### src/rtl/gray_count_sync_rx.sv
// gray_count_sync_rx: per-channel gray synchronisers, binary decode, step/dir
// strobes and sticky jump errors. Option: GRAY_COUNT_SYNC_RX_ERR_CNT_EN.
module gray_count_sync_rx #(
  parameter int WIDTH       = 4,
  parameter int CHANNELS    = 2,
  parameter int SYNC_STAGES = 2
) (
  input  logic                      clk,
  input  logic                      resetn,
  input  logic [CHANNELS*WIDTH-1:0] in_gray,
  output logic [CHANNELS*WIDTH-1:0] out_count,
  output logic [CHANNELS-1:0]       out_step,
  output logic [CHANNELS-1:0]       out_dir,
  output logic [CHANNELS-1:0]       out_err,
  input  logic [CHANNELS-1:0]       err_clr,
`ifdef GRAY_COUNT_SYNC_RX_ERR_CNT_EN
  output logic [CHANNELS*8-1:0]     out_err_cnt,
`endif
  output logic                      out_settled
);

  localparam logic [2:0] SETTLE_V = 3'(SYNC_STAGES + 1);

  logic [2:0] settle_cnt;

  function automatic logic [WIDTH-1:0] g2b(
    input logic [WIDTH-1:0] g
  );
    logic [WIDTH-1:0] b;
    b = '0;
    b[WIDTH-1] = g[WIDTH-1];
    for (int i = WIDTH - 2; i >= 0; i--) begin
      b[i] = b[i+1] ^ g[i];
    end
    return b;
  endfunction

  // Steps and errors are ignored until the chains hold real samples.
  always_ff @(posedge clk or negedge resetn) begin
    if (!resetn) begin
      settle_cnt  <= '0;
      out_settled <= 1'b0;
    end else begin
      if (settle_cnt != SETTLE_V) begin
        settle_cnt <= settle_cnt + 3'd1;
      end
      out_settled <= (settle_cnt == SETTLE_V);
    end
  end

  for (genvar c = 0; c < CHANNELS; c++) begin : g_ch
    (* preserve, useioff = 0 *)
    logic [WIDTH-1:0] stg [SYNC_STAGES];

    logic [WIDTH-1:0] new_bin;
    logic [WIDTH-1:0] cnt_q;
    logic [WIDTH-1:0] delta;
    logic             is_up;
    logic             is_dn;
    logic             is_step;
    logic             jump_ev;
    logic             step_q;
    logic             dir_q;
    logic             err_q;

    always_ff @(posedge clk or negedge resetn) begin
      if (!resetn) begin
        for (int k = 0; k < SYNC_STAGES; k++) begin
          stg[k] <= '0;
        end
      end else begin
        stg[0] <= in_gray[c*WIDTH +: WIDTH];
        for (int k = 1; k < SYNC_STAGES; k++) begin
          stg[k] <= stg[k-1];
        end
      end
    end

    // Modular delta: wrap in either direction is a legal single step.
    always_comb begin
      new_bin = g2b(stg[SYNC_STAGES-1]);
      delta   = new_bin - cnt_q;
      is_up   = (delta == WIDTH'(1));
      is_dn   = (delta == '1);
      is_step = out_settled & (is_up | is_dn);
      jump_ev = out_settled & (delta != '0) & ~is_up & ~is_dn;
    end

    always_ff @(posedge clk or negedge resetn) begin
      if (!resetn) begin
        cnt_q  <= '0;
        step_q <= 1'b0;
        dir_q  <= 1'b0;
        err_q  <= 1'b0;
      end else begin
        cnt_q  <= new_bin;
        step_q <= is_step;
        if (is_step) begin
          dir_q <= is_up;
        end
        if (jump_ev) begin
          err_q <= 1'b1;
        end else if (err_clr[c]) begin
          err_q <= 1'b0;
        end
      end
    end

    assign out_count[c*WIDTH +: WIDTH] = cnt_q;
    assign out_step[c] = step_q;
    assign out_dir[c]  = dir_q;
    assign out_err[c]  = err_q;

`ifdef GRAY_COUNT_SYNC_RX_ERR_CNT_EN
    logic [7:0] ecnt_q;

    always_ff @(posedge clk or negedge resetn) begin
      if (!resetn) begin
        ecnt_q <= '0;
      end else if (err_clr[c]) begin
        ecnt_q <= {7'd0, jump_ev};
      end else if (jump_ev && ecnt_q != 8'hFF) begin
        ecnt_q <= ecnt_q + 8'd1;
      end
    end

    assign out_err_cnt[c*8 +: 8] = ecnt_q;
`endif
  end

endmodule

### config.mk
export PLATFORM = sky130hd
export DESIGN_NAME = gray_count_sync_rx
export DESIGN_NICKNAME = d
export VERILOG_FILES = /design/src/rtl/gray_count_sync_rx.sv
export SDC_FILE = /design/constraint.sdc
export NUM_CORES = 1
export LEC_CHECK = 0
export ABC_CLOCK_PERIOD_IN_PS = 4500
export BUFFER_PORTS_ARGS = -buffer_cell sky130_fd_sc_hd__buf_2
export CAP_MARGIN = 30
export CORE_ASPECT_RATIO = 1.4
export CORE_MARGIN = 2
export CORE_UTILIZATION = 50
export DETAILED_ROUTE_END_ITERATION = 8
export PLACE_DENSITY_LB_ADDON = 0.2
export RECOVER_POWER = 50
export SETUP_SLACK_MARGIN = 0.15
export SYNTH_ARGS = -nofsm -noshare
export SYNTH_HDL_FRONTEND = slang
export SYNTH_SLANG_ARGS = --single-unit
### constraint.sdc
create_clock -name clk -period 4.5 [get_ports clk]
set_input_delay 1.35 -clock clk [delete_from_list [all_inputs] [get_ports clk]]
set_output_delay 1.35 -clock clk [all_outputs]
set_load 0.1 [all_outputs]
=== Word level (Yosys, flattened, before mapping) ===
Index checks and enable logic that the tools add are counted.
Widths: inputs -> output; s select.

* Bits in registers: 34
* Input port bits: 12
* Output and inout bits: 15

* Add/sub/neg operators: 3
* Equal/unequal tests: 6
* Mux-type cells: 4
* Bitwise operators: 20
* Reduce and logical (&&, ||, !) cells: 4

{| class="wikitable"
|+ Operators by type and width
! kind !! count
|-
| $and 1x1->1 || 8
|-
| $eq 4x1->1 const B || 2
|-
| $eq 4x4->1 const B || 2
|-
| $reduce_bool 4->1 || 2
|-
| $sub 4x4->4 || 2
|-
| $xor 1x1->1 || 6
|-
| $mux 1 || 4
|-
| $not 1->1 || 4
|-
| $reduce_bool 2->1 || 2
|-
| $add 3x1->3 const B || 1
|-
| $eq 3x2->1 const B || 1
|-
| $ne 3x2->1 const B || 1
|-
| $or 1x1->1 || 2
|}

=== Logic depth before layout (Yosys ltp) ===
Gate-level depths: netlist of the first run.

* Depth after elaboration: 9
* Depth in mapped cells: 10
* Mapped depth without buffers: 10

=== Worst setup path before layout of the first run ===
Ideal clock, no wire load.

* Path type: reg-to-reg
* Start: reg g_ch[0].cnt_q[1]
* End: reg g_ch[0].dir_q
* Arrival time: 2508 ps
* Required time: 4435 ps
* Slack: 1927 ps
* Cell stages (with the launch flop): 7
* Period minus slack after synthesis: 2573 ps
* Cell sequence: dfrtp_1 -> inv_1 -> ha_1 -> and3b_1 -> or3_4 -> a2111oi_4 -> o22a_1

* Word-level cells in the longest chain between the ends: 4

{| class="wikitable"
|+ RTL lines
! item !! line !! RTL
|-
| start: declaration || 56 || <nowiki>logic [WIDTH-1:0] cnt_q;</nowiki>
|-
| start signal: assignment || 96 || <nowiki>cnt_q <= new_bin;</nowiki>
|-
| $sub 4x4->4 (*) || 82 || <nowiki>delta = new_bin - cnt_q;</nowiki>
|-
| $eq 4x1->1 or $eq 4x4->1 (tied branches) || 83, 84 ||
|-
| $or 1x1->1 || 85 || <nowiki>is_step = out_settled & (is_up | is_dn);</nowiki>
|-
| $and 1x1->1 || 85 ||
|-
| end signal: assignment || 99 || <nowiki>dir_q <= is_up;</nowiki>
|-
| end: declaration || 63 || <nowiki>logic dir_q;</nowiki>
|}

Mark *: on every way between the ends. The rest lies on a longest branch, timed or not.
A chain may end at the register's enable or synchronous reset.

=== Final worst setup path of the first run ===
* Start: reg g_ch[0].stg[3] in the netlist's numbering
* End: reg g_ch[0].dir_q

* Word-level cells in the longest chain between the ends: 7

{| class="wikitable"
|+ RTL lines
! item !! line !! RTL
|-
| start: declaration || 53 || <nowiki>logic [WIDTH-1:0] stg [SYNC_STAGES];</nowiki>
|-
| start signal: indexed assignment || 74 || <nowiki>stg[k] <= stg[k-1];</nowiki>
|-
| $xor 1x1->1 (*) || 33 || <nowiki>b[i] = b[i+1] ^ g[i];</nowiki>
|-
| net g_ch[0].new_bin[2] || 55 || <nowiki>logic [WIDTH-1:0] new_bin;</nowiki>
|-
| $xor 1x1->1 (2 in a row) || 33 ||
|-
| $sub 4x4->4 (*) || 82 ||
|-
| $eq 4x1->1 or $eq 4x4->1 (tied branches) || 83, 84 ||
|-
| $or 1x1->1 || 85 ||
|-
| $and 1x1->1 || 85 ||
|}

Mark *: on every way through the listed nets, which the timed path passes. The rest lies on a longest branch.

==> results of run 1 <==
## state kept, by name (all words and copies together) (netlist names)
name         flops
g_ch.stg        16
g_ch.cnt_q       8
g_ch.step_q      2
g_ch.dir_q       2
out_settled      1
g_ch.err_q       2
settle_cnt       3
## stage by stage
| stage | utilization (%) | area [sq um] | std cells |
|---|---|---|---|
| 6_report | 59.6 | 1680 | 175 |
| 5_1_grt | 59.6 | 1680 | 175 |
| 4_1_cts | 59.7 | 1680 | 175 |
| 3_5_place_dp | 56.4 | 1590 | 167 |
| 3_3_place_gp | 56.4 | 1590 | 167 |
| 2_1_floorplan | - | 1460 | 110 |
## power groups by stage
| stage | combinational [uW] | clock (uW) | sequential [uW] |
|---|---|---|---|
| global route | 484 | 247 | 364 |
| finish | 453 | 226 | 359 |
| global placement | 447 | 0 | 364 |
| detailed placement | 457 | 0 | 366 |
| floorplan | 351 | 0 | 431 |
| CTS | 459 | 236 | 360 |
## layout by cell type (no fill, tap or decap), types with 3 or more instances in the layout
| master | synthesis | routed |
|---|---|---|
| buf_2 | 0 | 25 |
| clkbuf_8 | 0 | 6 |
| dfrtp_1 | 34 | 34 |
| ha_1 | 8 | 8 |
| inv_1 | 14 | 14 |
| nand2_1 | 5 | 5 |
| nor2_1 | 4 | 4 |
| o21ai_0 | 3 | 3 |
| xnor2_1 | 5 | 5 |
| xor2_1 | 6 | 6 |
## layout make-up
class	instances	area, sq um	share of cell area [%]
Timing Repair Buffer	26	129	7.66
Sequential cell	34	851	50.6
Clock buffer	7	86.3	5.13
Tap cell	37	46.3	2.75
Clock inverter	1	5.00	0.298
Multi-Input combinational cell	56	512	30.4
Inverter	14	52.6	3.13
## path summary, 6_finish.rpt
check | startpoint | end | slack [ns] | depth (start not counted)
setup / recovery | g_ch[0].stg[3] | g_ch[0].dir_q | 1.90 | 9
hold / removal | g_ch[0].stg[5] | g_ch[0].stg[1] | 0.35 | 0
setup reg to reg | g_ch[0].stg[3] | g_ch[0].dir_q | 1.90 | 9
hold reg to reg | g_ch[0].stg[5] | g_ch[0].stg[1] | 0.35 | 0
max in group asynchronous | resetn | g_ch[1].stg[5] | 1.95 | 1
min in group asynchronous | resetn | g_ch[1].err_q | 1.53 | 1
## worst max-delay path, delay by kind of cell (launching register included)
family	cells	cell delay [ns]
adder cells (fa/ha/maj)	2	0.57
buffers and inverters	1	0.05
flip-flops	1	0.41
XOR/XNOR	4	1.05
AND/OR/NAND/NOR	1	0.18
AO/OA/AOI/OAI	1	0.23
## routing by layer
metal | track usage [%] | vias up | wire [microns]
met1 | 13.7 | 402 | 750
met3 | 5.02 | 6 | 114
met2 | 28.5 | 23 | 1080
li1 | - | 407 | -
met4 | 11.1 | 0 | 68
met5 | 0 | - | 0
## kinds of logic after synthesis
| kind of cell | after synthesis | share of synthesized area [%] |
|---|---|---|
| muxes | 3 | 2.14 |
| DFF | 34 | 58.3 |
| adders and majority gates | 10 | 9.60 |
| xor gates and xnor gates | 11 | 6.60 |
| and+or+nand+nor | 17 | 6.77 |
| AOI/OAI and AO/OA | 15 | 9.94 |
| buffers and inverters | 20 | 6.68 |
==> results.txt, run 1 <==
Final GP Congestion -> 0.804
Final hold vios -> 0
1st-iter DRT viols -> 3
Crit-path slowest cell -> dfrtp_1
Worst-Skew Late Latency -> 0.28 ns
Grt total ovfl -> 0
Routed Antenna Nets -> 0
Int Power -> 569 uW
Pwr/cell area -> 617 nW/um^2
Failing checks -> max-capacitance violations, max-slew violations
Critical-path cell list -> xor2_1, xnor2_1, xor2_1, ha_1, inv_1, fa_1, xor2_1, nand4_1, o22a_1
CTS tree -> yes
Syn avg cell area -> 13.3 sq um
DR vias/cell -> 4.79
Core ar. -> 2820 sq um
Sw Share -> 45.2%
Post-synth top cells -> 34 x dfrtp_1, 14 x inv_1, 8 x ha_1
CTS Hold Bufs -> 0
Worst-Margin Slew -> 1.76 ns
Worst path arrival time -> 2.77 ns
CP max FO -> 4
Layout area overhead -> 15.2%
CTS root buf -> clkbuf_8
Seq cells post-synth -> 34
YS warnings -> 0
Ant diodes -> 0
Clock Sinks -> 34
Die area -> 3370 sq um
RSZ-0062 raised after global routing -> no
Sequential-to-total area share from yosys stat -> 58.3%
Final Power -> 1040 uW
Final setup vio count -> 0
Fmax achieved -> 0.384 GHz
DIE WIDTH -> 49.7 microns
DRT Pass-1 Iters -> 3
Nature of the critical path endpoint -> register
Fin nets -> 159
Die height -> 67.9 microns
Largest net degree at the start of global routing -> 35
Routed Wire Length -> 2010 microns
Fin crit period -> 2.60 ns
EDFF count, synth -> 0
Max VDD drop -> 310 uV
Share of flip-flops with an asynchronous set or reset -> 100%
Setup_tns -> 0 ns
Routed via count -> 838
Status -> finished with violations
Initial Utilization -> 51.8%
Slew Viols, Final -> 35
Most common flop cell mapped by yosys -> dfrtp_1
DRC viols -> 0
Post-synth top area share -> 58.3%
TritonCTS Buffers -> 5
Area contributors post-synth -> dfrtp_1 58%, ha_1 6.9%, a2111oi_4 3.8%
Max Clock Skew -> 0.00710 ns
Clock transition at the registers of the reported paths -> 0.07 ns
Slew headroom -> -17.6%
Gate power share -> 43.7%
Setup WS post-layout -> 1.90 ns
Dpl ws -> 1.87 ns
Cell accounting for the most synthesized area -> dfrtp_1
Row cnt -> 23
Startpoint types -> register
Final period util -> 57.8%
Lkg Pwr -> 0.000819 uW
Syn Inst Count -> 110
Post-cts resize count -> 0
CP peak stage delay -> 0.41 ns
Initial antenna violation count -> 0
Worst path required time -> 4.67 ns
Io pins -> 27
Vias in the first global route -> 896
Routed len/inst -> 11.5 microns
Max Cap Viol -> 1
Filler cells -> 260
First-pass GRT wire length -> 3690 microns
Worst hold path type -> register to register
Most common cell in the netlist -> dfrtp_1
Synthesized Nets -> 132
GRT Util Overall -> 15.3%
Psw -> 469 uW
Detail Placement HPWL -> 1520 microns
Post-synthesis instance area -> 1460 sq um
Sequential Power Share -> 34.6%
Clk network pwr share -> 21.7%
CTS H-tree lvls -> 2
Most used cell, CP -> xor2_1
Hold Worst Slack -> 0.347 ns
Port Buf Inserts -> 26
Layout cells sized above 1 -> 26.8%
Crit Path Category -> register to register
Synth cell types -> 22
Longest Clk Path Bufs -> 2
Setup repair bufs after CTS -> 0
Note: power is estimated with default switching activity, not from simulation.
==> run 2: changes to the inputs <==
--- a/config.mk
+++ b/config.mk
@@ -5,7 +5,7 @@
 export SDC_FILE = /design/constraint.sdc
 export NUM_CORES = 1
 export LEC_CHECK = 0
-export ABC_CLOCK_PERIOD_IN_PS = 4500
+export ABC_CLOCK_PERIOD_IN_PS = 2600
 export BUFFER_PORTS_ARGS = -buffer_cell sky130_fd_sc_hd__buf_2
 export CAP_MARGIN = 30
 export CORE_ASPECT_RATIO = 1.4
==> constraint.sdc (replaced) <==
create_clock -name clk -period 2.6 [get_ports clk]
set_input_delay 0.78 -clock clk [delete_from_list [all_inputs] [get_ports clk]]
set_output_delay 0.78 -clock clk [all_outputs]
set_load 0.1 [all_outputs]
==> results.txt, run 2 (same netlist as run 1, synthesis figures left out) <==
Final hold vios -> 0 (unchanged)
Inst Count DP -> 168 (was 167)
Worst path arrival time -> 2.71 ns (was 2.77 ns)
Fmax achieved -> 0.398 GHz (was 0.384 GHz)
Die height -> 67.9 microns (unchanged)
Filler cells -> 247 (was 260)
Row cnt -> 23 (unchanged)
Int Power -> 1040 uW (was 569 uW)
Final setup vio count -> 0 (unchanged)
DR vias/cell -> 4.75 (was 4.79)
Pwr/cell area -> 1030 nW/um^2 (was 617 nW/um^2)
Layout area overhead -> 24.2% (was 15.2%)
Worst path required time -> 2.80 ns (was 4.67 ns)
RSZ-0062 raised after global routing -> yes (was no)
Psw -> 827 uW (was 469 uW)
HP Start -> g_ch[0].stg[4] (was g_ch[0].stg[5])
Reg2reg start -> g_ch[0].stg[3] (unchanged)
Largest regs -> g_ch.stg: 16 flops, g_ch.cnt_q: 8 flops, settle_cnt: 3 flops (unchanged)
Gate power share -> 45.8% (was 43.7%)
Routed Antenna Nets -> 0 (unchanged)
Crit path from -> g_ch[0].stg[3] (unchanged)
Worst-Margin Slew -> 0.720 ns (was 1.76 ns)
Final period util -> 96.6% (was 57.8%)
Worst hold path type -> register to register (unchanged)
Setup WS post-layout -> 0.0888 ns (was 1.90 ns)
Initial Utilization -> 51.8% (unchanged)
CTS root buf -> clkbuf_8 (unchanged)
Critical-path cell list -> xor2_2, xnor2_2, xor2_1, ha_2, and3b_1, or3_4, a2111oi_4, o21bai_4 (was xor2_1, xnor2_1, xor2_1, ha_1, inv_1, fa_1, xor2_1, nand4_1, o22a_1)
TritonCTS Buffers -> 5 (unchanged)
Clock transition at the registers of the reported paths -> 0.07 ns (about the same)
Die area -> 3370 sq um (unchanged)
Crit Path Category -> register to register (unchanged)
Worst-Skew Late Latency -> 0.27 ns (was 0.28 ns)
DRT Pass-1 Iters -> 3 (unchanged)
Routed via count -> 864 (was 838)
Initial antenna violation count -> 0 (unchanged)
GRT Util Overall -> 14.6% (was 15.3%)
CTS H-tree lvls -> 2 (unchanged)
CTS tree -> yes (unchanged)
Max VDD drop -> 589 uV (was 310 uV)
Final Non-Filler Cells -> 182 (was 175)
Largest net degree at the start of global routing -> 35 (unchanged)
Crit-path slowest cell -> dfrtp_1 (unchanged)
1st-iter DRT viols -> 10 (was 3)
Startpoint types -> register (unchanged)
Slew Viols, Final -> 0 (was 35)
Most frequent cells in the layout -> 28 x dfrtp_1, 26 x buf_2, 14 x inv_1 (was 34 x dfrtp_1, 25 x buf_2, 14 x inv_1)
Routed len/inst -> 11.6 microns (was 11.5 microns)
Setup_tns -> 0 ns (unchanged)
First-pass GRT wire length -> 3620 microns (was 3690 microns)
Layout cells sized above 1 -> 42.1% (was 26.8%)
Nature of the critical path endpoint -> register (unchanged)
DRC viols -> 0 (unchanged)
Dpl ws -> -0.00636 ns (was 1.87 ns)
Routed Wire Length -> 2100 microns (was 2010 microns)
Top reg by flops -> g_ch.stg (unchanged)
Max Cap Viol -> 0 (was 1)
Fin crit period -> 2.51 ns (was 2.60 ns)
Final GP Congestion -> 0.794 (was 0.804)
DIE WIDTH -> 49.7 microns (unchanged)
Status -> finished, final reports clean (was finished with violations)
Core ar. -> 2820 sq um (unchanged)
Io pins -> 27 (unchanged)
Longest Clk Path Bufs -> 2 (unchanged)
Lkg Pwr -> 0.000866 uW (was 0.000819 uW)
Fin nets -> 166 (was 159)
Slew headroom -> 52.0% (was -17.6%)
Clk network pwr share -> 20.6% (was 21.7%)
Clock Sinks -> 34 (unchanged)
Grt total ovfl -> 0 (unchanged)
Port Buf Inserts -> 26 (unchanged)
CP peak stage delay -> 0.43 ns (was 0.41 ns)
Vias in the first global route -> 879 (was 896)
Ant diodes -> 0 (unchanged)
Largest register FFs -> 16 (unchanged)
Most common cell after layout, fill and taps aside -> dfrtp_1 (unchanged)
Max Clock Skew -> 0.00514 ns (was 0.00710 ns)
Detail Placement HPWL -> 1510 microns (was 1520 microns)
Sequential Power Share -> 33.5% (was 34.6%)
Final core utilization -> 64.3% (was 59.6%)
Sw Share -> 44.4% (was 45.2%)
CP max FO -> 3 (was 4)
[run 2: final cells by class]
type | count | area (sq um) | share of cell area [%]
clock inverters | 1 | 5.00 | 0.276
clock buffers | 7 | 86.3 | 4.76
multi-input cells | 56 | 582 | 32.1
repair buffers | 33 | 183 | 10.1
well taps | 37 | 46.3 | 2.55
inverters | 14 | 52.6 | 2.90
flip-flops and latches | 34 | 858 | 47.3
[run 2: metal layers]
layer / part of all wire [%] / global-route usage [%] / wire length, microns / up-vias
li1: - / - / - / 418
met1: 36 / 14.3 / 766 / 422
met2: 56 / 27.5 / 1190 / 19
met3: 4.9 / 3.93 / 102 / 5
met4: 2.3 / 8.33 / 48 / 0
met5: 0 / 0 / 0 / -
[run 2: repair_timing]
item                       in CTS  in global routing
pin swaps                       2                 10
setup buffers                   0                  6
gates resized for setup         4                  8
hold buffers                    0                  0
setup endpoints to repair       6                  6
[run 2: worst max-delay path, delay by kind of cell, from the launching register on]
kind	cells	cell delay [ns]
xor gates and xnor gates	3	0.64
and+or+nand+nor	2	0.58
AOI/OAI and AO/OA	2	0.58
DFF	1	0.43
adders and majority gates	1	0.22
[run 2: worst paths after layout]
path	endpoint	depth (start not counted)	slack (ns)
max	g_ch[0].step_q	8	0.09
min in group asynchronous	g_ch[1].err_q	1	0.56
max in group asynchronous	g_ch[0].cnt_q[2]	1	1.54
min	g_ch[0].stg[0]	0	0.35
max reg2reg	g_ch[0].step_q	8	0.09
min reg2reg	g_ch[0].stg[0]	0	0.35
[run 2: power by group through the flow]
| stage | registers [uW] | logic, uW | clock network [uW] |
|---|---|---|---|
| 2_1_floorplan | 750 | 607 | 0 |
| 3_3_place_gp | 632 | 774 | 0 |
| 3_5_place_dp | 634 | 790 | 0 |
| 4_1_cts | 625 | 805 | 404 |
| 5_1_grt | 633 | 907 | 420 |
| 6_report | 625 | 854 | 384 |
[run 2: through the flow]
stage	cell area [sq um]	power, uW	hold WS, ns
2_1_floorplan	1470	1360	0.331
3_3_place_gp	1610	1410	0.331
3_5_place_dp	1610	1420	0.336
4_1_cts	1730	1830	0.347
5_1_grt	1810	1960	0.356
6_report	1810	1860	0.346
